`src/rtl/firc_pkg.sv`:
```
// firc_pkg: shared types, widths and the round/saturate helper for the firc output path
package firc_pkg;
  localparam int FIRC_OUT_W = 24;
  localparam int FIRC_FRAC_DROP = 8;
  localparam int FIRC_MAX_W = 64;
  typedef struct packed {
    logic signed [FIRC_OUT_W-1:0] I, Q;
    logic sat;
  } OutSamp;
  // Works at 64 bits so any IN_W up to 63 has headroom for the rounding add; returns {sat, value}.
  function automatic logic [FIRC_MAX_W:0] round_sat(input logic signed [FIRC_MAX_W-1:0] x,
                                                    input int frac, input int out_w);
    logic signed [FIRC_MAX_W-1:0] r, hi, lo;
    r  = (x + (64'sd1 <<< (frac - 1))) >>> frac;
    hi = (64'sd1 <<< (out_w - 1)) - 64'sd1;
    lo = -hi - 64'sd1;
    return r > hi ? {1'b1, hi} : r < lo ? {1'b1, lo} : {1'b0, r};
  endfunction
endpackage

```
`src/rtl/out_fifo_fwft.sv`:
```
// out_fifo_fwft: first-word-fall-through FIFO with occupancy and next-occupancy outputs
module out_fifo_fwft #(
  parameter int WIDTH = 49,
  parameter int DEPTH = 8
) (
  input  logic                     clk,
  input  logic                     Reset,
  input  logic                     push_i,
  input  logic                     pop_i,
  input  logic [WIDTH-1:0]         wdata_i,
  output logic [WIDTH-1:0]         rdata_o,
  output logic [$clog2(DEPTH):0]   count_o,
  output logic [$clog2(DEPTH):0]   count_nxt_o,
  output logic                     full_o,
  output logic                     empty_o
);
  localparam int AW = $clog2(DEPTH);
  logic [WIDTH-1:0] mem_q [DEPTH];
  logic [AW-1:0] wptr_q, rptr_q;
  logic [AW:0] count_q, count_d;
  always_comb count_d = count_q + (AW+1)'(push_i) - (AW+1)'(pop_i);
  always_ff @(posedge clk or posedge Reset)
    if (Reset) begin
      wptr_q  <= '0;
      rptr_q  <= '0;
      count_q <= '0;
    end else begin
      wptr_q  <= wptr_q + AW'(push_i);
      rptr_q  <= rptr_q + AW'(pop_i);
      count_q <= count_d;
    end
  always_ff @(posedge clk)
    if (push_i) mem_q[wptr_q] <= wdata_i;
  assign rdata_o     = mem_q[rptr_q];
  assign count_o     = count_q;
  assign count_nxt_o = count_d;
  assign full_o      = count_q == (AW+1)'(DEPTH);
  assign empty_o     = count_q == '0;
endmodule

```
`src/rtl/firc_out_buffer.sv`:
```
// firc_out_buffer: round/saturate firc I/Q results and buffer them behind a valid/ready sink port
module firc_out_buffer
  import firc_pkg::*;
#(
  parameter int IN_W      = 32,
  parameter int OUT_W     = FIRC_OUT_W,
  parameter int FRAC_DROP = FIRC_FRAC_DROP,
  parameter int DEPTH     = 8,
  parameter int AFULL_LVL = DEPTH - 2
) (
  input  logic                        clk,
  input  logic                        Reset,
  input  logic                        PushIn,
  input  logic signed [IN_W-1:0]      FI,
  input  logic signed [IN_W-1:0]      FQ,
  output logic                        OutValid,
  input  logic                        OutReady,
  output logic signed [OUT_W-1:0]     OutI,
  output logic signed [OUT_W-1:0]     OutQ,
  output logic                        OutSat,
  output logic                        AlmostFull,
  output logic [$clog2(DEPTH):0]      Count,
  output logic                        Overflow,
  input  logic                        ClrOvf
);
  localparam int CW = $clog2(DEPTH) + 1;
  localparam int DW = 2 * OUT_W + 1;
  logic [FIRC_MAX_W:0] ri, rq;
  logic [DW-1:0] s1_d, s1_q, rdata, rd;
  logic s1_v_q, ovf_q, ovf_d, afull_q, push, pop, drop, full, empty, unused_hi;
  logic [CW-1:0] cnt, cnt_nxt;
  assign ri   = round_sat(FIRC_MAX_W'(FI), FRAC_DROP, OUT_W);
  assign rq   = round_sat(FIRC_MAX_W'(FQ), FRAC_DROP, OUT_W);
  assign s1_d = {ri[OUT_W-1:0], rq[OUT_W-1:0], ri[FIRC_MAX_W] | rq[FIRC_MAX_W]};
  assign unused_hi = ^{ri[FIRC_MAX_W-1:OUT_W], rq[FIRC_MAX_W-1:OUT_W]};
  // A full FIFO still accepts the stage-1 sample when the sink drains one in the same cycle.
  always_comb begin
    pop   = ~empty & OutReady;
    push  = s1_v_q & (~full | pop);
    drop  = s1_v_q & full & ~pop;
    ovf_d = drop | (ovf_q & ~ClrOvf);
  end
  always_ff @(posedge clk or posedge Reset)
    if (Reset) begin
      s1_v_q  <= 1'b0;
      s1_q    <= '0;
      ovf_q   <= 1'b0;
      afull_q <= 1'b0;
    end else begin
      s1_v_q  <= PushIn;
      s1_q    <= PushIn ? s1_d : s1_q;
      ovf_q   <= ovf_d;
      afull_q <= cnt_nxt >= CW'(AFULL_LVL);
    end
  out_fifo_fwft #(.WIDTH(DW), .DEPTH(DEPTH)) u_fifo (
    .clk        (clk),
    .Reset      (Reset),
    .push_i     (push),
    .pop_i      (pop),
    .wdata_i    (s1_q),
    .rdata_o    (rdata),
    .count_o    (cnt),
    .count_nxt_o(cnt_nxt),
    .full_o     (full),
    .empty_o    (empty)
  );
  assign rd         = empty ? '0 : rdata;
  assign OutValid   = ~empty;
  assign OutI       = rd[DW-1 -: OUT_W];
  assign OutQ       = rd[OUT_W:1];
  assign OutSat     = rd[0];
  assign AlmostFull = afull_q;
  assign Count      = cnt;
  assign Overflow   = ovf_q;
endmodule
```
`config.mk`:
```
export PLATFORM = sky130hd
export DESIGN_NAME = firc_out_buffer
export DESIGN_NICKNAME = d
export VERILOG_FILES = /design/src/rtl/firc_pkg.sv /design/src/rtl/out_fifo_fwft.sv /design/src/rtl/firc_out_buffer.sv
export SDC_FILE = /design/constraint.sdc
export NUM_CORES = 1
export LEC_CHECK = 0
export BUFFER_PORTS_ARGS = -buffer_cell sky130_fd_sc_hd__buf_2
export CORE_MARGIN = 2
export CORE_UTILIZATION = 54
export CTS_CLUSTER_DIAMETER = 80
export DETAILED_ROUTE_END_ITERATION = 16
export PLACE_DENSITY = 0.75
export SYNTH_ARGS = -nofsm -noshare
export SYNTH_HDL_FRONTEND = slang
export SYNTH_HIERARCHICAL = 1
export SYNTH_SLANG_ARGS = --single-unit
```
`constraint.sdc`:
```
create_clock -name clk -period 5.4 [get_ports clk]
set_input_delay 0.81 -clock clk [delete_from_list [all_inputs] [get_ports clk]]
set_output_delay 0.81 -clock clk [all_outputs]
set_load 0.02 [all_outputs]
```
* Word-level counts from Yosys, hierarchy flattened
Memory sizes are Yosys's and may differ from the RTL's.
Index checks and enable logic that the tools add are counted.
** Storage, ports and cells
- Word-level logic and storage cells :: 40
- Latch bits :: 0
- Register bits :: 62
- Output and inout port bits :: 56
- Bits in writable memories :: 392
- Input port bits :: 69
- Memories :: 1
- Bits in read-only memories :: 0
** Memory list
- u_fifo.mem_q :: words 8, width 49, rd ports 1, clocked after memory_dff 0, write ports 1, line out_fifo_fwft.sv:18 : logic [WIDTH-1:0] mem_q [DEPTH];
** Operators by class
- Multiply operators :: 0
- Mux-type cells :: 7
- Magnitude comparators :: 5
- Eq/ne operators :: 1
- Bitwise gates (word level) :: 12
- Reductions and logical operators :: 1
- Div/mod/pow operators :: 0
- Shift-type cells :: 0
- Add/sub/neg operators :: 6
** Operator list (number)
- 65-bit two-way mux :: 4
- 32-bit by 9-bit adder with 33-bit output, second input constant :: 2
- 25-bit by 24-bit > comparator with 1-bit output, second input constant :: 2
- 25-bit by 24-bit < comparator with 1-bit output, second input constant :: 2
- 49-bit two-way mux :: 1
- 3-bit by 1-bit adder with 3-bit output :: 2
- 1-bit bitwise AND :: 5
- 4-bit by 1-bit adder with 4-bit output :: 1
- 4-bit == test, second input constant :: 1
- 4-bit by 3-bit >= comparator with 1-bit output, second input constant :: 1
- 4-bit zero test :: 1
- 1-bit NOT :: 4
- 4-bit by 1-bit subtractor with 4-bit output :: 1
- 1-bit OR :: 3
- 1-bit two-way mux :: 2

* Logic depth before layout (Yosys ltp)
- Depth in word-level cells :: 8
- Mapped depth :: 14
- Mapped depth without buffers :: 13

* Modules after synthesis
The synthesis kept the hierarchy.
** Modules (own cells, without submodules)
- out_fifo_fwft :: area an instance 15242.1 µm², instances 1, cells each 615, seq. area each 12021.5 µm²
- firc_out_buffer :: area an instance 3447.1 µm², instances 1, cells each 405, seq. area each 1301.2 µm²

* Worst setup path before layout
Ideal clock, no wire load.
- Kind :: register -> register
- From :: reg u_fifo.count_q[2] (netlist: u_fifo/count_o[2])
- To :: mem u_fifo.mem_q[2][0], enable pin
- Cell stages (with the launch flop) :: 10
- Setup time :: 0.516 ns
- Data arrival time :: 5.260 ns
- Buffers on the path :: 1
- Period minus slack after synthesis :: 5.776 ns
- Data required time :: 4.884 ns
- Slack :: -0.376 ns
- Path through :: dfrtp_1 -> inv_1 -> ha_1 -> and3_1 -> clkbuf_1 -> inv_1 -> nand2_1 -> a21boi_0 -> nand2_1 -> nor3_1
** On the way
- Longest elaborated chain between the ends :: 7
- Elaborated cells on any way between the ends :: 9
- Classes of those cells :: eq/ne: 1; mux: 2; bitwise: 5; reduce/logical: 1
** RTL lines
- from (decl) :: line out_fifo_fwft.sv:20 : logic [AW:0] count_q, count_d;
- from (signal assigned) :: line out_fifo_fwft.sv:30 : count_q <= count_d;
- 4-bit zero test :: line out_fifo_fwft.sv:38 : assign empty_o = count_q == '0;
- named net empty :: line firc_out_buffer.sv:30 : logic s1_v_q, ovf_q, ovf_d, afull_q, push, pop, drop, full, empty, unused_hi;
- 1-bit NOT
- named net OutValid :: line firc_out_buffer.sv:16 : output logic OutValid,
- 1-bit bitwise AND :: line firc_out_buffer.sv:38 : pop = ~empty & OutReady;
- 1-bit OR :: line firc_out_buffer.sv:39 : push = s1_v_q & (~full | pop);
- 1-bit bitwise AND :: line firc_out_buffer.sv:39
- named net push :: line firc_out_buffer.sv:30
- 1-bit two-way mux :: line out_fifo_fwft.sv:33 : if (push_i) mem_q[wptr_q] <= wdata_i;
- 1-bit two-way mux (implied by the code) :: line out_fifo_fwft.sv:33
- to (decl) :: line out_fifo_fwft.sv:18
The timed path passes the listed nets, and every way through them passes these cells.

* Worst setup path after layout
- From :: reg u_fifo.rptr_q[0]
- To :: out OutI[22]
** On the way
- Longest elaborated chain between the ends :: 2
** RTL lines
- from (decl) :: line out_fifo_fwft.sv:19 : logic [AW-1:0] wptr_q, rptr_q;
- from (signal assigned) :: line out_fifo_fwft.sv:29 : rptr_q <= rptr_q + AW'(pop_i);
- memory read 8 x 49 bit
- named net rdata[47] :: line firc_out_buffer.sv:29 : logic [DW-1:0] s1_d, s1_q, rdata, rd;
- 49-bit two-way mux :: line firc_out_buffer.sv:67 : assign rd = empty ? '0 : rdata;
- to (decl) :: line firc_out_buffer.sv:18 : output logic signed [OUT_W-1:0] OutI,
The timed path passes the listed nets, and every way through them passes these cells.

==> Implementation_results.wiki <==
{| class="wikitable"
! Metric !! Value
|-
| Outcome || complete, no violations
|-
| Wire length of the first global-routing pass || slightly below 60 mm
|-
| Proportion of layout cells with a drive suffix above 1 || 0.311
|-
| Final hold viol count || 0
|-
| Maximum cell stage delay along the critical path || 1.06 ns
|-
| HPWL after detailed placement || between 20 and 25 mm
|-
| Register-to-Register Setup Slack || approximately 2.2 ns
|-
| Post-synthesis cell area || about 19000 um^2
|-
| Count of flip-flops with a built-in enable after synthesis || about 400
|-
| Destination of the worst register-to-register timing path || u_fifo/mem_q[2][45]$_DFFE_PP_
|-
| Worst clock skew || ~0.012 ns
|-
| Worst Path Max Fanout || 46
|-
| Die ar. || 36100 um^2
|-
| TritonRoute pass-1 iters || 5
|-
| Number of I/O port buffers || 110
|-
| Start of the worst register-to-register path || u_fifo/count_o[2]$_DFF_PP0_
|-
| Period minus WS final || roughly 4.1 ns
|-
| Buffer levels on the longest clock path || 3
|-
| Placed Cells || 1554
|-
| CP endpoint kind || output port
|-
| Number of resized instances in the post-cts repair step || 0
|-
| Required time at the endpoint of the critical path || between 4 and 5 ns
|-
| Slew at the pin closest to its max-slew limit || between 1 and 1.5 ns
|-
| Per-instance average area after synthesis || between 15 and 20 um^2
|-
| CTS clock-pin slew for the worst setup and hold paths || roughly 0.06 ns
|-
| Fraction of post-synthesis cell area in the top cell type by area || 0.630
|-
| Overflow left after global routing || 0
|-
| WP data arrival || between 3 and 4 ns
|-
| Crit Path Category || flop to output port
|-
| Pin count of the biggest net entering global routing || 76
|-
| Setup repair after global routing missed its margin || no
|-
| Post-CTS setup repair buffer count || 0
|-
| TritonCTS Buffers || 46
|-
| Maximum VDD drop || roughly 0.37 mV
|-
| CTS tree || yes
|-
| Number of top-level pins || 125
|-
| Cell-by-cell listing of the critical path || buf_4, mux4_2, mux2_2, nor2b_1, buf_2
|-
| Number of sinks driven by the clock tree || approximately 450
|-
| Number of core rows || 68
|-
| Floorplan die width || 190 um
|-
| Initial core utilization || 0.545
|-
| Final count of negative-setup-slack endpoints || 0
|-
| Leading cell types by total area after synthesis || sky130_fd_sc_hd__edfxtp_1 (63%), sky130_fd_sc_hd__mux4_2 (12%), sky130_fd_sc_hd__dfrtp_1 (8.3%), sky130_fd_sc_hd__mux2_2 (3.0%), sky130_fd_sc_hd__nor2b_1 (1.7%)
|-
| Number of warnings printed during yosys synthesis || 6
|-
| Pwr per Cell Area || about 530 nW/um^2
|-
| Average vias per placed instance || about 5.9
|-
| Worst slew margin relative to its limit || 0.184
|-
| Initial detailed-routing violation count || just under 800
|-
| CTS HTree Levels || 2
|-
| DRT antenna net count || 0
|-
| Final GP Congestion || 0.834
|-
| Average routed wire per standard cell || ~23 um
|-
| # Max-Cap Violations || 0
|-
| Depth of the most critical reg-to-reg path || 9
|-
| Die Y || around 190 um
|-
| Timing-limited maximum frequency || 0.246 GHz
|-
| Synth area leader || sky130_fd_sc_hd__edfxtp_1
|-
| Number of hold buffers added after cts || 0
|-
| Number of antenna violations at the first check in global routing || 0
|-
| Area growth, synth to finish || 13.9%
|-
| Launching element type of the critical path || flop
|-
| Seq cells post-synth || about 450
|-
| Summed negative setup slack over all endpoints || 0 ns
|-
| Insertion delay of the later-clocked pin in the worst-skew pair || around 0.54 ns
|-
| Period utilisation layout || 0.753
|-
| Total routing resource utilization after global routing || 0.216
|-
| Total number of nets in the final design || about 1200
|-
| Total wirelength of the detailed-routed design || between 30 and 40 mm
|-
| Leakage dissipation || ~7 nW
|-
| Library cells used by synthesis || 58
|-
| Via count of the first global-routing pass || about 9900
|-
| Highest-delay cell along the critical path || sky130_fd_sc_hd__dfrtp_4
|-
| FFs w/ async S/R, synth || 0.137
|-
| Ys flop type || sky130_fd_sc_hd__edfxtp_1
|-
| Portion of the post-synthesis area used by sequential elements || 0.713
|-
| Vias post-DR || a little under 10000
|-
| Hold slack final || around 0.26 ns
|-
| Class of the tightest hold or removal check || input pin to asynchronous set/reset pin
|-
| Mapped Cells || 1020
|-
| Clk Tree Root Cell || sky130_fd_sc_hd__clkbuf_16
|-
| Final-report max-slew violation count || 0
|-
| Final Instance Count excl. Fillers || about 1600
|-
| Post-route DRC || 0
|-
| Number of diodes || 0
|-
| Nets in the synthesized netlist || between 1000 and 1500
|-
| Core Area || 34300 um^2
|}
## routing by layer
metal	vias up	global-route usage	routed length (um)
li1	4295	-	-
met1	5013	0.304	16200
met2	338	0.362	19200
met3	43	0.0341	2540
met4	0	0.0438	484
met5	-	0	0
## worst max path at each step
stage,from,endpoint,slack (ns),depth (start not counted)
finish,u_fifo/rptr_q[0]$_DFF_PP0_,OutI[22],1.33,5
global route,u_fifo/rptr_q[0]$_DFF_PP0_,OutI[15],1.11,5
CTS,u_fifo/rptr_q[0]$_DFF_PP0_,OutI[22],1.23,5
detailed placement,u_fifo/rptr_q[0]$_DFF_PP0_,OutI[15],1.84,5
global placement,u_fifo/rptr_q[0]$_DFF_PP0_,OutI[15],1.88,5
floorplan,u_fifo/count_o[2]$_DFF_PP0_,u_fifo/mem_q[7][0]$_DFFE_PP_,0.93,9
## registers in the layout, summed over array words and instances (netlist names)
register and count:
s1_v_q 1, u_fifo/mem_q 392, s1_q 49, u_fifo/wptr_q 3
u_fifo/rptr_q 3, u_fifo/count_o 4, Overflow 1, AlmostFull 1
## cells in the final DEF, fill, tap and decap left out, types with 19 or more instances in the layout
cell | synthesis | final
sky130_fd_sc_hd__clkbuf_16 | 0 | 49
sky130_fd_sc_hd__mux2_2 | 49 | 49
sky130_fd_sc_hd__xor2_1 | 19 | 19
sky130_fd_sc_hd__nor2_1 | 57 | 51
sky130_fd_sc_hd__nor2b_1 | 50 | 50
sky130_fd_sc_hd__o21ai_0 | 19 | 19
sky130_fd_sc_hd__mux4_2 | 98 | 98
sky130_fd_sc_hd__edfxtp_1 | 392 | 392
sky130_fd_sc_hd__a21oi_1 | 28 | 28
sky130_fd_sc_hd__xnor2_1 | 22 | 22
sky130_fd_sc_hd__buf_2 | 11 | 110
sky130_fd_sc_hd__nand2_1 | 25 | 25
sky130_fd_sc_hd__dfrtp_1 | 62 | 59
## synth_stat cells, drive strengths merged (3+ instances only)
| master | instances |
|---|---|
| buf | 19 |
| and2 | 3 |
| a21oi | 28 |
| a31oi | 8 |
| nand3 | 16 |
| nor3 | 8 |
| o22ai | 7 |
| a21o | 4 |
| or2 | 4 |
| dfrtp | 62 |
| mux2 | 49 |
| xnor2 | 22 |
| nor2b | 50 |
| clkbuf | 29 |
| inv | 16 |
| edfxtp | 392 |
| nand2b | 4 |
| nor2 | 57 |
| o21ai | 19 |
| o21a | 7 |
| nor4 | 4 |
| ha | 12 |
| and3 | 12 |
| mux4 | 98 |
| and4 | 9 |
| nand4 | 15 |
| xor2 | 19 |
| nand2 | 25 |
## critical path, delay by kind of cell, from the launching register on
kind | cells | cell delay, ns
flops | 1 | 1.06
mux | 2 | 0.83
buf+inv | 2 | 0.63
simple gates | 1 | 0.16
## cell type report
cell class / count / area, um^2
clock inverter: 18 / 173
clock buffer: 67 / 1320
sequential: 454 / 13300
timing repair buffer: 127 / 716
multi-input combinational: 502 / 5110
tap: 455 / 569
inverter: 16 / 60.1
fill: 2449 / 13000
## where the power goes
part	leakage (nW)	switching [mW]	internal, mW
logic	2.25	1.69	1.60
registers	4.23	0.539	4.41
clock network	0.726	1.25	1.85
total	7.21	3.49	7.86
## logic make-up after synthesis
family                     after synthesis  synth area share
and+or+nand+nor                        215            0.0655
adders and majority gates               13           0.00910
xor gates and xnor gates                41            0.0192
AOI/OAI and AO/OA                       86            0.0281
DFF                                    454             0.713
muxes                                  147             0.148
buffers and inverters                   64            0.0176
## metrics by stage
step	setup WS, ns	instance area (um^2)	total power [mW]	utilization
2_1_floorplan	0.935	18700	7.28	-
6_report	1.33	21300	11.3	0.621
3_5_place_dp	1.84	19800	8.38	0.577
3_3_place_gp	1.88	19800	8.30	0.577
5_1_grt	1.11	21300	11.9	0.621
4_1_cts	1.23	21300	11.5	0.621
Note: power is estimated with default switching activity, not from simulation.
